File: src/rtl/scan_sequencer.sv
// scan_sequencer
//
// Drives the D2/D1/D0 select inputs of a 3-to-8 decoder for an 8-channel
// strobe scan. It walks the unmasked channels in ascending order and holds
// each one for DWELL cycles. One START runs either a single sweep or
// continuous sweeps. DONE pulses once at each sweep completion.
//
// Parameters:
//   DWELL   cycles each channel is held (1..256)
//
// Ports:
//   CLK     clock, rising edge
//   RST     synchronous active-high reset
//   START   begin a scan (only looked at while idle)
//   STOP    abort; beats START in idle, beats dwell end / sweep end in scan
//   CONT    continuous mode, captured when START is accepted
//   MASK    bit i = 1 skips channel i, captured when START is accepted
//   D2..D0  registered channel code
//   ACTIVE  registered, high while the channel code is valid
//   DONE    registered one-cycle pulse at each sweep completion
module scan_sequencer #(
  parameter int unsigned DWELL = 4
) (
  input  logic       CLK,
  input  logic       RST,
  input  logic       START,
  input  logic       STOP,
  input  logic       CONT,
  input  logic [7:0] MASK,
  output logic       D2,
  output logic       D1,
  output logic       D0,
  output logic       ACTIVE,
  output logic       DONE
);

  // The dwell counter runs 0..DWELL-1, so DWELL=256 still fits in 8 bits.
  localparam logic [7:0] DWELL_LAST = 8'(DWELL - 1);

  typedef enum logic {IDLE, SCAN} state_t;

  state_t     state_reg;
  logic [2:0] chan_reg;
  logic [7:0] cnt_reg;
  logic       active_reg;
  logic       done_reg;
  logic [7:0] mask_reg;
  logic       cont_reg;

  // Lowest channel index whose mask bit is clear (0 when all are set;
  // callers check for that case separately).
  function automatic logic [2:0] lowest_clear(input logic [7:0] m);
    logic [2:0] r;
    r = 3'd0;
    for (int i = 7; i >= 0; i--) begin
      if (!m[i]) r = 3'(i);
    end
    return r;
  endfunction

  // Channels at or below the current one count as "blocked" when looking
  // for the next channel, so the search only ever moves upward.
  logic [7:0] passed_mask;
  genvar gi;
  generate
    for (gi = 0; gi < 8; gi++) begin : g_passed
      assign passed_mask[gi] = (3'(gi) <= chan_reg);
    end
  endgenerate

  logic [7:0] ahead_blocked;
  logic       next_valid;
  logic [2:0] next_chan;
  logic [2:0] first_chan;
  logic [2:0] start_chan;

  assign ahead_blocked = mask_reg | passed_mask;
  assign next_valid    = ~&ahead_blocked;
  assign next_chan     = lowest_clear(ahead_blocked);
  assign first_chan    = lowest_clear(mask_reg);
  assign start_chan    = lowest_clear(MASK);

  always_ff @(posedge CLK) begin
    if (RST) begin
      state_reg  <= IDLE;
      chan_reg   <= 3'd0;
      cnt_reg    <= 8'd0;
      active_reg <= 1'b0;
      done_reg   <= 1'b0;
      mask_reg   <= 8'd0;
      cont_reg   <= 1'b0;
    end else begin
      done_reg <= 1'b0;
      case (state_reg)
        IDLE: begin
          chan_reg   <= 3'd0;
          cnt_reg    <= 8'd0;
          active_reg <= 1'b0;
          if (START && !STOP) begin
            mask_reg <= MASK;
            cont_reg <= CONT;
            if (&MASK) begin
              // Nothing to scan: report an empty sweep immediately.
              done_reg <= 1'b1;
            end else begin
              state_reg  <= SCAN;
              chan_reg   <= start_chan;
              active_reg <= 1'b1;
            end
          end
        end

        SCAN: begin
          if (STOP) begin
            state_reg  <= IDLE;
            chan_reg   <= 3'd0;
            cnt_reg    <= 8'd0;
            active_reg <= 1'b0;
          end else if (cnt_reg == DWELL_LAST) begin
            cnt_reg <= 8'd0;
            if (next_valid) begin
              chan_reg <= next_chan;
            end else begin
              done_reg <= 1'b1;
              if (cont_reg) begin
                chan_reg <= first_chan;
              end else begin
                state_reg  <= IDLE;
                chan_reg   <= 3'd0;
                active_reg <= 1'b0;
              end
            end
          end else begin
            cnt_reg <= cnt_reg + 8'd1;
          end
        end

        default: state_reg <= IDLE;
      endcase
    end
  end

  assign D2     = chan_reg[2];
  assign D1     = chan_reg[1];
  assign D0     = chan_reg[0];
  assign ACTIVE = active_reg;
  assign DONE   = done_reg;

endmodule

File: config.mk
export PLATFORM = sky130hd
export DESIGN_NAME = scan_sequencer
export DESIGN_NICKNAME = d
export VERILOG_FILES = /design/src/rtl/scan_sequencer.sv
export SDC_FILE = /design/constraint.sdc
export NUM_CORES = 1
export LEC_CHECK = 0
export CORE_UTILIZATION = 45
export CTS_CLUSTER_SIZE = 20
export DETAILED_ROUTE_END_ITERATION = 8
export PLACE_DENSITY = 0.79
export SLEW_MARGIN = 20
export SYNTH_ARGS = -nofsm -noshare
export SYNTH_HDL_FRONTEND = slang
export SYNTH_SLANG_ARGS = --single-unit
File: constraint.sdc
create_clock -name CLK -period 3.3 [get_ports CLK]
set_input_delay 0.66 -clock CLK [delete_from_list [all_inputs] [get_ports CLK]]
set_output_delay 0.66 -clock CLK [all_outputs]
set_load 0.1 [all_outputs]
==> out/qor.yml <==
drt:
  highest_layer: "met4"
  wl_met1_mm: 1.33
  ant_nets: 0
  wl_met3_um: 209
  first_iter_violations: 44
  wl_met2_mm: 1.36
  vias: 1241
  via_per_inst: 5.91
  drc: 0
  dr.pass1.iters: 4
  post_drt_wl_per_cell_um: 13.9
  routed_wirelength_mm: 2.92
clock_network:
  insertion_delay_ns: 0.30
  cts-htree-levels: 1
  clock_path_buffers: 2
  clock-root-buffer: "clkbuf_4"
  clk_pin_slew_ns: 0.12
  postCtsHoldBufs: 0
  cts.repair.resized: 0
  postCtsSetupBuffers: 0
  cts_tree: "yes"
  numClockSinks: 23
  numCtsBuffers: 3
place:
  place_congestion: 0.873
  place.port_buffers: 17
  dp_hpwl_mm: 2.20
sta:
  post-route-min-period_ns: 2.03
  tns_ns: 0
  finalSetupViolCount: 0
  skew_ns: 0.00553
  fmax_ghz: 0.493
  rsz0062_at_grt: "no"
  post-route-period-util_pct: 61.4
  tightest_slew_ns: 0.668
  drv_slew: 0
  final-hold-violation-count: 0
  slew_headroom_pct: 55.3
synth:
  synth_xor_xnor_area_share_pct: 4.21
  syn_area_um2: 1250
  synth_cell_types: 40
  synth_edf_count: 0
  seq_area_frac_synth_pct: 36.9
  syn_nets: 180
  avgSynthCellArea_um2: 7.52
  synthMuxAreaShare_pct: 0
  synthAdderAreaFrac_pct: 1.00
  yosys_warnings: 0
  async_flop_share_pct: 0
  yosys.area_share.simple_pct: 28.8
  synth_compound_area_share_pct: 24.3
  netlist_instances: 166
  synth_top_family_by_area: "simple AND/OR/NAND/NOR gates"
  ys_seq_elements: 23
  synthFlopType: "dfxtp_1"
flow_run:
  maxCapViolCount: 0
floorplanning:
  dieWidth_um: 54.7
  die_h_um: 54.7
  row_count: 18
  io-pin-count: 18
  die-area_um2: 2990
  initial_utilization_pct: 49.1
  core_area_um2: 2540
power:
  power_density_nw_per_um2: 346
  p_switching_mw: 0.137
  power.total_mw: 0.496
  clkPwrFrac_pct: 25.5
  p_leak_nw: 0.495
  p_int_mw: 0.359
  pwr-share-seq_pct: 60.0
  ir_worst_vdd_uv: 248
  comb_power_share_pct: 14.5
  p_sw_share_pct: 27.5
worst_setup_path:
  worstSetupPathType: "input port to flop"
  reg2reg_slack_ns: 1.49
  critPathLaunchType: "input port"
  critPathRequiredTime_ns: 3.53
  r2r_start: "chan_reg[1]"
  worstPathMaxFanout: 20
  reg2reg_to: "DONE"
  worstPathArrival_ns: 2.25
  r2r_cells: 5
  worstSetupEndpointType: "flop"
grt:
  first_global_vias: 1010
  grt_pass1_wl_mm: 4.60
  track_usage_pct: 21.6
  grt_max_degree: 21
  grt_overflow: 0
  antenna_found_initial: 0
status:
  status: "completed"
hold_path:
  whs_endpoint: "cnt_reg[0]"
  min_path_cells: 1
  hp-start: "cnt_reg[0]"
  hp-class: "flop to flop"
cells_and_area:
  fillers: 240
  final_nets: 195
  area_delta_synth_final_pct: 14.8
  layout-drive-gt1-share_pct: 10.0
  antennaDiodeCount: 0
-- how the worst max path moves through the flow --
stage | endpoint | cells past startpoint | slack (ns) | start
2_1_floorplan | DONE | 6 | 1.13 | chan_reg[1]
3_3_place_gp | chan_reg[1] | 6 | 1.03 | STOP
3_5_place_dp | chan_reg[1] | 6 | 0.96 | STOP
4_1_cts | chan_reg[1] | 6 | 1.27 | STOP
5_1_grt | chan_reg[1] | 6 | 1.18 | STOP
6_report | chan_reg[2] | 3 | 1.27 | RST
-- critical path, stage by stage --
cell and delay [ns]:
clkdlybuf4s50_1 0.75, or4_1 0.66, o31ai_1 0.19
-- final cells by class --
cell class	count	area, um^2	share of cell area [%]
tap	30	37.5	2.62
clock buffer	3	22.5	1.57
inverter	6	22.5	1.57
clock inverter	1	5.00	0.349
timing repair buffer	17	158	11.0
multi-input combinational	130	728	50.8
sequential	23	460	32.1
-- placed cells by master (no fill, tap or decap), types with 5 or more instances in the layout --
master / synthesis / final
a21oi_1: 18 / 18
clkdlybuf4s50_1: 0 / 12
nand3_1: 8 / 8
nor2_1: 18 / 18
nand2_1: 27 / 27
xor2_1: 5 / 5
buf_4: 3 / 5
inv_1: 6 / 6
o21ai_0: 9 / 9
dfxtp_1: 23 / 23
-- Yosys cell counts, drive strengths merged, types with 3 or more instances --
master / number / share of area (%)
clkbuf: 4 / 1.2
nand4: 4 / 2.0
a31oi: 4 / 2.0
a21oi: 18 / 7.2
nor2: 19 / 5.9
nand3: 9 / 4.0
nand2: 27 / 8.1
nor3: 3 / 1.6
inv: 6 / 1.8
dfxtp: 23 / 37
buf: 3 / 1.8
nand2b: 3 / 1.5
o21ai: 11 / 5.0
xor2: 5 / 3.5
-- through the flow --
| stage | util [%] | hold WS (ns) | instances | instance area, um^2 | setup WS [ns] |
|---|---|---|---|---|---|
| 2_1_floorplan | - | 0.438 | 166 | 1250 | 1.13 |
| 3_3_place_gp | 55.3 | 0.468 | 206 | 1410 | 1.03 |
| 3_5_place_dp | 55.3 | 0.480 | 206 | 1410 | 0.965 |
| 4_1_cts | 56.3 | 0.509 | 210 | 1430 | 1.27 |
| 5_1_grt | 56.3 | 0.527 | 210 | 1430 | 1.18 |
| 6_report | 56.3 | 0.507 | 210 | 1430 | 1.27 |
-- logic make-up after synthesis --
group,after synthesis
AOI/OAI and AO/OA,48
and+or+nand+nor,75
adders and majority gates,1
DFF,23
buffers and inverters,13
xor gates and xnor gates,6
-- routing by layer --
metal | GRT usage, % | vias to the layer above
li1 | - | 621
met5 | 0 | -
met2 | 34.5 | 50
met1 | 30.0 | 565
met3 | 3.33 | 5
met4 | 5.13 | 0
-- power by group through the flow --
stage	logic, mW	registers (mW)	clock network, mW
CTS	0.0716	0.297	0.127
floorplan	0.0352	0.311	0
global route	0.0790	0.299	0.141
detailed placement	0.0711	0.303	0
finish	0.0721	0.297	0.126
global placement	0.0697	0.303	0
Power figures use the tool's default switching activity.
